===== config.mk =====
export PLATFORM = sky130hd
export DESIGN_NAME = fetch_stage_flat
export DESIGN_NICKNAME = d
export VERILOG_FILES = /design/src/rtl/fetch_stage_if.sv /design/src/rtl/fetch_stage.sv /design/src/flat_wrapper.sv
export SDC_FILE = /design/constraint.sdc
export NUM_CORES = 1
export LEC_CHECK = 0
export CAP_MARGIN = 25
export CELL_PAD_IN_SITES_DETAIL_PLACEMENT = 1
export CELL_PAD_IN_SITES_GLOBAL_PLACEMENT = 2
export CORE_ASPECT_RATIO = 0.9
export CORE_MARGIN = 2
export CORE_UTILIZATION = 31
export DETAILED_ROUTE_END_ITERATION = 16
export GPL_TIMING_DRIVEN = 0
export PLACE_DENSITY_LB_ADDON = 0.1
export SLEW_MARGIN = 25
export SYNTH_ARGS = -nofsm -noshare
export SYNTH_HDL_FRONTEND = slang
export SYNTH_SLANG_ARGS = --single-unit

===== constraint.sdc =====
create_clock -name clk -period 3.1 [get_ports clk]
set_input_delay 0.62 -clock clk [delete_from_list [all_inputs] [get_ports clk]]
set_output_delay 0.62 -clock clk [all_outputs]
set_load 0.02 [all_outputs]

===== src/rtl/fetch_stage_if.sv =====
// Instruction-memory request/response bus between the fetch stage and imem.
interface fetch_stage_if;
  logic        imem_req;
  logic [15:0] imem_addr;
  logic        imem_rdy;
  logic [15:0] imem_data;

  modport master (output imem_req, imem_addr, input imem_rdy, imem_data);
  modport slave  (input imem_req, imem_addr, output imem_rdy, imem_data);
endinterface


===== src/rtl/fetch_stage.sv =====
// Instruction-fetch stage: owns the PC, talks to imem, and feeds the IF/ID register
// with {pc, pc+2, instr, valid}, honouring stalls, redirects and HLT.
module fetch_stage #(
  parameter logic [15:0] RESET_PC = 16'h0000,
  parameter logic [3:0]  HALT_OP  = 4'hF
) (
  input  logic          clk,
  input  logic          rst,
  input  logic          stall_in,
  input  logic          redirect_in,
  input  logic [15:0]   redirect_pc,
  fetch_stage_if.master imem,
  output logic [15:0]   pc_out,
  output logic [15:0]   inc_pc_out,
  output logic [15:0]   instr_out,
  output logic          instr_valid,
  output logic          flush_out,
  output logic          halted
);

  typedef enum logic [1:0] {S_FETCH, S_HOLD, S_DRAIN, S_HALT} state_t;

  state_t      state_reg, state_next;
  logic [15:0] pc_reg, pc_next;
  logic [15:0] pend_pc_reg, pend_pc_next;
  logic [15:0] buf_reg, buf_next;
  logic [15:0] pc_out_reg, pc_out_next;
  logic [15:0] inc_pc_out_reg, inc_pc_out_next;
  logic [15:0] instr_out_reg, instr_out_next;
  logic        instr_valid_reg, instr_valid_next;
  logic        flush_reg;
  logic        do_deliver;
  logic [15:0] deliver_word;
  logic [15:0] pc_inc;

  assign pc_inc = pc_reg + 16'd2;

  always_ff @(posedge clk) begin
    if (rst) begin
      state_reg       <= S_FETCH;
      pc_reg          <= RESET_PC;
      pend_pc_reg     <= 16'h0000;
      buf_reg         <= 16'h0000;
      pc_out_reg      <= 16'h0000;
      inc_pc_out_reg  <= 16'h0000;
      instr_out_reg   <= 16'h0000;
      instr_valid_reg <= 1'b0;
      flush_reg       <= 1'b0;
    end else begin
      state_reg       <= state_next;
      pc_reg          <= pc_next;
      pend_pc_reg     <= pend_pc_next;
      buf_reg         <= buf_next;
      pc_out_reg      <= pc_out_next;
      inc_pc_out_reg  <= inc_pc_out_next;
      instr_out_reg   <= instr_out_next;
      instr_valid_reg <= instr_valid_next;
      flush_reg       <= redirect_in;
    end
  end

  always_comb begin
    state_next       = state_reg;
    pc_next          = pc_reg;
    pend_pc_next     = pend_pc_reg;
    buf_next         = buf_reg;
    pc_out_next      = pc_out_reg;
    inc_pc_out_next  = inc_pc_out_reg;
    instr_out_next   = instr_out_reg;
    instr_valid_next = instr_valid_reg;
    do_deliver       = 1'b0;
    deliver_word     = 16'h0000;

    case (state_reg)
      S_FETCH: begin
        if (redirect_in) begin
          instr_valid_next = 1'b0;
          if (imem.imem_rdy) begin
            pc_next = redirect_pc;
          end else begin
            pend_pc_next = redirect_pc;
            state_next   = S_DRAIN;
          end
        end else if (imem.imem_rdy) begin
          if (stall_in) begin
            buf_next   = imem.imem_data;
            state_next = S_HOLD;
          end else begin
            do_deliver   = 1'b1;
            deliver_word = imem.imem_data;
          end
        end else if (!stall_in) begin
          instr_valid_next = 1'b0;
        end
      end
      S_HOLD: begin
        if (redirect_in) begin
          pc_next          = redirect_pc;
          instr_valid_next = 1'b0;
          state_next       = S_FETCH;
        end else if (!stall_in) begin
          do_deliver   = 1'b1;
          deliver_word = buf_reg;
        end
      end
      S_DRAIN: begin
        // The outstanding request belongs to the wrong path; wait it out, then jump.
        instr_valid_next = 1'b0;
        if (redirect_in) pend_pc_next = redirect_pc;
        if (imem.imem_rdy) begin
          pc_next    = redirect_in ? redirect_pc : pend_pc_reg;
          state_next = S_FETCH;
        end
      end
      default: begin
        if (redirect_in) begin
          pc_next          = redirect_pc;
          instr_valid_next = 1'b0;
          state_next       = S_FETCH;
        end
      end
    endcase

    if (do_deliver) begin
      instr_out_next   = deliver_word;
      pc_out_next      = pc_reg;
      inc_pc_out_next  = pc_inc;
      instr_valid_next = 1'b1;
      pc_next          = pc_inc;
      state_next       = (deliver_word[15:12] == HALT_OP) ? S_HALT : S_FETCH;
    end
  end

  assign imem.imem_req  = (state_reg == S_FETCH) || (state_reg == S_DRAIN);
  assign imem.imem_addr = pc_reg;
  assign pc_out         = pc_out_reg;
  assign inc_pc_out     = inc_pc_out_reg;
  assign instr_out      = instr_out_reg;
  assign instr_valid    = instr_valid_reg;
  assign flush_out      = flush_reg;
  assign halted         = (state_reg == S_HALT);

endmodule


===== src/flat_wrapper.sv =====
// flat-port wrapper written by rule: the top's interface ports become plain ports
module fetch_stage_flat 
#(
  parameter logic [15:0] RESET_PC = 16'h0000,
  parameter logic [3:0]  HALT_OP  = 4'hF
)
  (clk, rst, stall_in, redirect_in, redirect_pc, pc_out, inc_pc_out, instr_out, instr_valid, flush_out, halted, imem_imem_req, imem_imem_addr, imem_imem_rdy, imem_imem_data);
  fetch_stage_if imem_i ();
  input  logic clk;
  input  logic rst;
  input  logic stall_in;
  input  logic redirect_in;
  input  logic [15:0] redirect_pc;
  output logic [15:0] pc_out;
  output logic [15:0] inc_pc_out;
  output logic [15:0] instr_out;
  output logic instr_valid;
  output logic flush_out;
  output logic halted;
  output wire logic [$bits(imem_i.imem_req)-1:0] imem_imem_req;
  output wire logic [$bits(imem_i.imem_addr)-1:0] imem_imem_addr;
  input wire logic [$bits(imem_i.imem_rdy)-1:0] imem_imem_rdy;
  input wire logic [$bits(imem_i.imem_data)-1:0] imem_imem_data;
  assign imem_imem_req = imem_i.imem_req;
  assign imem_imem_addr = imem_i.imem_addr;
  assign imem_i.imem_rdy = imem_imem_rdy;
  assign imem_i.imem_data = imem_imem_data;
  fetch_stage #(.RESET_PC(RESET_PC), .HALT_OP(HALT_OP)) u_core (.clk(clk), .rst(rst), .stall_in(stall_in), .redirect_in(redirect_in), .redirect_pc(redirect_pc), .imem(imem_i), .pc_out(pc_out), .inc_pc_out(inc_pc_out), .instr_out(instr_out), .instr_valid(instr_valid), .flush_out(flush_out), .halted(halted));
endmodule

==> results of run 1 <==
final timing paths:
kind                  startpoint                       end  depth (start not counted)
max                  redirect_in       u_core.instr_out[0]                          8
min           u_core.buf_reg[10]        u_core.buf_reg[10]                          2
max reg2reg  u_core.state_reg[0]  u_core.imem.imem_addr[6]                          7
min reg2reg   u_core.buf_reg[10]        u_core.buf_reg[10]                          2
cells by family (layout without fill, tap and decap cells):
family | count (synthesis) | in the layout
AO/OA/AOI/OAI | 140 | 140
XOR/XNOR | 10 | 10
adder cells (fa/ha/maj) | 1 | 1
buffers and inverters | 54 | 172
flip-flops | 99 | 99
multiplexers | 23 | 23
AND/OR/NAND/NOR | 200 | 200
power by group through the flow:
stage	Sequential, mW	Clock (mW)	Combinational (mW)
6_report	1.47	1.09	0.800
5_1_grt	1.49	1.16	0.870
4_1_cts	1.47	1.12	0.806
3_5_place_dp	1.50	0	0.802
3_3_place_gp	1.50	0	0.785
2_1_floorplan	1.54	0	0.415
synthesized netlist by cell type (5+ instances only):
library cell / count
nand2_1: 94
nor2b_1: 8
inv_1: 7
a21oi_1: 56
a211oi_1: 26
clkbuf_1: 25
and2_1: 5
o21ai_0: 10
and4_1: 5
mux2i_1: 21
nand4_1: 6
a22oi_1: 12
nor2_1: 40
nand3b_1: 5
nand3_1: 12
buf_2: 15
nor3_1: 6
xnor2_1: 9
dfxtp_1: 99
worst reg2reg max path: cells and delay by family, from the launching register on:
| family | cells | cell delay, ns |
|---|---|---|
| muxes | 1 | 0.35 |
| AOI/OAI and AO/OA | 1 | 0.29 |
| and+or+nand+nor | 2 | 0.34 |
| DFF | 1 | 0.38 |
| buffers and inverters | 3 | 0.81 |
per-stage QoR:
| step | cells | util (%) | worst slack [ns] |
|---|---|---|---|
| 3_5_place_dp | 822 | 40.8 | -0.145 |
| 4_1_cts | 838 | 42.8 | 0.235 |
| 2_1_floorplan | 527 | - | 0.935 |
| 5_1_grt | 838 | 42.8 | 0.193 |
| 6_report | 838 | 42.8 | 0.439 |
| 3_3_place_gp | 822 | 40.8 | -0.108 |
cell type report:
class	instances	area (um2)	area share, %
Clock buffer	10	229	3.82
Timing Repair Buffer	102	1020	17.0
Inverter	8	30.0	0.501
Sequential cell	99	1980	33.1
Buffer	46	221	3.69
Multi-Input combinational cell	374	2220	37.1
Clock inverter	6	47.5	0.793
Tap cell	193	241	4.03
layer usage:
layer / share of wire, % / vias to the layer above / global-route usage (%)
met3: 5.0 / 7 / 3.95
li1: - / 2104 / -
met2: 45 / 105 / 30.5
met1: 50 / 2007 / 29.6
met5: 0 / - / 0
met4: 0.69 / 0 / 4.97
repair_timing:
action | 4_1_cts | 5_1_grt
setup buffers | 0 | 0
setup endpoints to repair | 0 | 3
gates resized for setup | 0 | 1
==> results.toml, run 1 <==
[clock_network]
insertion_delay_ns = 0.36
cts_root_buf = "clkbuf_16"
cts_sinks = 99
cts_buffer_depth = 2
cts_buffers = 9
hold_buffers = 0
h-tree-depth = 3
cts_tree = "done"
clk_pin_slew_ns = 0.07

[drt]
vias = 4223
drt_wl_total_mm = 15.3
dr.pass1.iters = 4
drc = 0
avgViaCountPerCell = 5.04
avgRoutedWirePerCell_um = 18.3
drt-initial-drc-count = 216
ant_nets = 0

[status]
status = "finished clean"

[global_routing]
grtUsageTotal_pct = 20.2
grt_start_max_net_pins = 18
antenna_found_initial = 0
grt_pass1_wl_mm = 23.8
gr-total-overflow = 0
first_global_vias = 4311

[sta]
holdWs_ns = 0.457
setup_viol = 0
hold_viol = 0
fin_crit_ns = 2.66
skew_ns = 0.00756
slew_violations = 0
tightest_slew_ns = 0.671
relSlewSlack_pct = 55.2
rsz0062_at_grt = "false"
finalSetupTns_ns = 0
max_freq_mhz = 376
post-route-period-util_pct = 85.8

[synth]
synth_compound_area_share_pct = 21.0
synthSimpleGateAreaFrac_pct = 21.4
synthCells = 527
yosysWarnings = 0
yosys-top-cells-area = "dfxtp_1 45%, nand2_1 7.9%, a21oi_1 6.3%, mux2i_1 4.7%, a211oi_1 4.4%"
yosys.area.top_type = "dfxtp_1"
syn-num-nets = 565
synthesis.area_um2 = 4450
ys_ff_latch = 99
yosysUniqueCellTypes = 54
synthXorXnorAreaFrac_pct = 1.97
synthAdderAreaFrac_pct = 0.281
synth_top_family_by_area = "simple AND/OR/NAND/NOR gates"
async_reset_ff_share_pct = 0
synthMuxAreaShare_pct = 5.23
synth_top_area_share_pct = 44.5
synth_edf_count = 0
ys_seq_area_share_pct = 44.5
ys.flop_type = "dfxtp_1"
syn-mean-instance-area_um2 = 8.45

[critical_path]
end_kind = "flip-flop"
path_class = "in -> reg"
critical_path.top_delay_family = "buffers and inverters"
cp_slowest_cell = "clkdlybuf4s50_1"
critical_path.startpoint_type = "input port"
arrival_ns = 2.94
crit_buf_inv = 4
reg2reg_slack_ns = 0.82
cpPeakStageDelay_ns = 0.66
path_cells = "clkdlybuf4s50_1 > buf_2 > nor3_2 > nand2_1 > buf_2 > clkbuf_1 > nand2_1 > a21oi_1"
cp.required_ns = 3.38
path_max_fanout = 10

[placement]
place_congestion = 0.783
placed_cell_area_um2 = 5710
port_buffers = 102
dp_hpwl_mm = 11.4

[pwr]
p_switching_mw = 1.08
finalPower_mw = 3.36
intPower_mw = 2.27
peakVddDrop_v = 0.000313
p_leak_nw = 2.00
p_comb_share_pct = 23.8
p_per_area_nw_per_um2 = 560
p_clk_share_pct = 32.4
swShare_pct = 32.3
power_frac_seq_pct = 43.8

[cells_and_area]
layout.nets = 678
layout_common_cells = "102 x clkdlybuf4s50_1, 99 x dfxtp_1, 94 x nand2_1"
drive_above_1_share_pct = 7.29
n_fill_cell = 1642
final_common_cell = "clkdlybuf4s50_1"
area_growth_syn_to_layout_pct = 34.7
final_area_um2 = 5990
n_antenna_cell = 0

[job]
cap_violations = 0

[die]
die_h_um = 118
ioPinCount = 105
die_width_um = 130
die-area_um2 = 15300
initial_core_util_pct = 31.8
core_area_um2 = 14000
rows = 41

[hold_path]
hold_path.class = "reg -> reg"
Note: power is estimated with default switching activity, not from simulation.
==> run 2: changes to the inputs <==
- CORE_ASPECT_RATIO: 0.9 -> not set
- CORE_MARGIN: 2 -> not set
==> run 2 against run 1 <==
Net effect:
- critical endpoint is now u_core.inc_pc_out[1]
- count of clock-buffer cells in the layout unchanged
- sequential share of layout area down 0.26 points
- critical path type unchanged
- largest cell class unchanged
- via count up 0.95%
==> results.toml, run 2 (synthesis gave the netlist of run 1 again) <==
[pwr]
p_leak_nw = 2.03
p_per_area_nw_per_um2 = 591
peakVddDrop_v = 0.000240
finalPower_mw = 3.57

[die]
die_width_um = 122
core_area_um2 = 13900
die_h_um = 122
die-area_um2 = 14800
initial_core_util_pct = 31.9
ioPinCount = 105
rows = 43

[sta]
finalSetupTns_ns = 0
max_freq_mhz = 380
post-route-period-util_pct = 84.9
rsz0062_at_grt = "false"
fin_crit_ns = 2.63
hold_viol = 0
slew_violations = 0
skew_ns = 0.00621
holdWs_ns = 0.455
relSlewSlack_pct = 52.0
tightest_slew_ns = 0.721
setup_viol = 0

[clock_network]
cts_resized = 0
h-tree-depth = 3
post_cts_buffers = 0
cts_sinks = 99
cts_root_buf = "clkbuf_16"
hold_buffers = 0
cts_tree = "done"
insertion_delay_ns = 0.35
clk_pin_slew_ns = 0.07
cts_buffer_depth = 2
cts_buffers = 9

[cells_and_area]
seqCellArea_um2 = 1980
fin_util_pct = 43.4
drive_above_1_share_pct = 7.29
multi_input_comb_area_um2 = 2220
n_antenna_cell = 0
n_fill_cell = 1665
layout.nets = 678
final_area_um2 = 6040
area_growth_syn_to_layout_pct = 35.8
layout_common_cells = "102 x clkdlybuf4s50_1, 99 x dfxtp_1, 94 x nand2_1"
final_common_cell = "clkdlybuf4s50_1"

[hold_path]
whs_endpoint = "u_core.instr_out[5]"
worstHoldPathCells = 2
hold_path.class = "reg -> reg"
hold_start = "u_core.instr_out[5]"

[drt]
drt-initial-drc-count = 221
vias = 4263
avgRoutedWirePerCell_um = 18.3
avgViaCountPerCell = 5.17
ant_nets = 0
dr.pass1.iters = 4
drt_wl_total_mm = 15.1
drc = 0

[critical_path]
worstRegToRegCells = 7
worstReg2RegEnd = "u_core.imem.imem_addr[6]"
critical_path.startpoint_type = "input port"
arrival_ns = 2.86
path_max_fanout = 10
r2r-start = "u_core.state_reg[0]"
reg2reg_slack_ns = 0.84
cp.required_ns = 3.33
end_kind = "flip-flop"
path_class = "in -> reg"

[global_routing]
antenna_found_initial = 0
grtUsageTotal_pct = 21.4
first_global_vias = 4384
grt_pass1_wl_mm = 24.0
gr-total-overflow = 0
grt_start_max_net_pins = 17

[placement]
port_buffers = 102
dp_hpwl_mm = 11.1
place_congestion = 0.801
placed_cell_area_um2 = 5700

[status]
status = "finished clean"

[job]
cap_violations = 0
[run 2: changes by cell type in the layout (fill, tap and decap cells not counted), sizes merged]
cell / delta
inv: -2
bufinv: +3
clkinv: -1
[run 2: metrics by stage]
step	setup slack, ns	std cells
floorplan	0.935	527
global placement	-0.218	809
detailed placement	-0.311	809
CTS	0.0558	825
global route	0.244	825
finish	0.467	825
[run 2: power breakdown]
group,internal [mW],switching [mW],leakage [nW]
logic,0.343,0.457,1.06
registers,1.38,0.0940,0.808
clock network,0.791,0.508,0.163
[run 2: how the worst max path moves through the flow]
stage | startpoint | to | slack (ns) | cells after the start
global placement | redirect_in | u_core.inc_pc_out[1] | -0.22 | 8
CTS | redirect_in | u_core.inc_pc_out[1] | 0.06 | 8
floorplan | stall_in | u_core.state_reg[0] | 0.93 | 6
global route | redirect_in | u_core.inc_pc_out[0] | 0.24 | 8
finish | redirect_in | u_core.inc_pc_out[1] | 0.47 | 8
detailed placement | redirect_in | u_core.inc_pc_out[1] | -0.31 | 8
[run 2: worst max-delay path, stage by stage]
cell and delay [ns]:
clkdlybuf4s50_1 0.57, buf_2 0.28, nor3_2 0.39, nand2_1 0.15, buf_2 0.26, clkbuf_1 0.31
a21oi_1 0.22, nor2_1 0.05
[run 2: layout make-up]
cell class                 count  share of cell area [%]
sequential                    99                    32.8
clock buffer                  10                    3.79
buffer                        46                    3.67
clock inverter                 6                    1.84
multi-input combinational    374                    36.8
tap                          180                    3.73
timing repair buffer         102                    16.9
inverter                       8                   0.497
[run 2: per-layer routing]
metal,share of wire (%),up-vias,global-route usage [%]
met2,50,84,37.0
met4,1.6,0,8.02
met5,0,-,0
met1,45,2079,26.9
met3,3.4,15,3.00
li1,-,2085,-
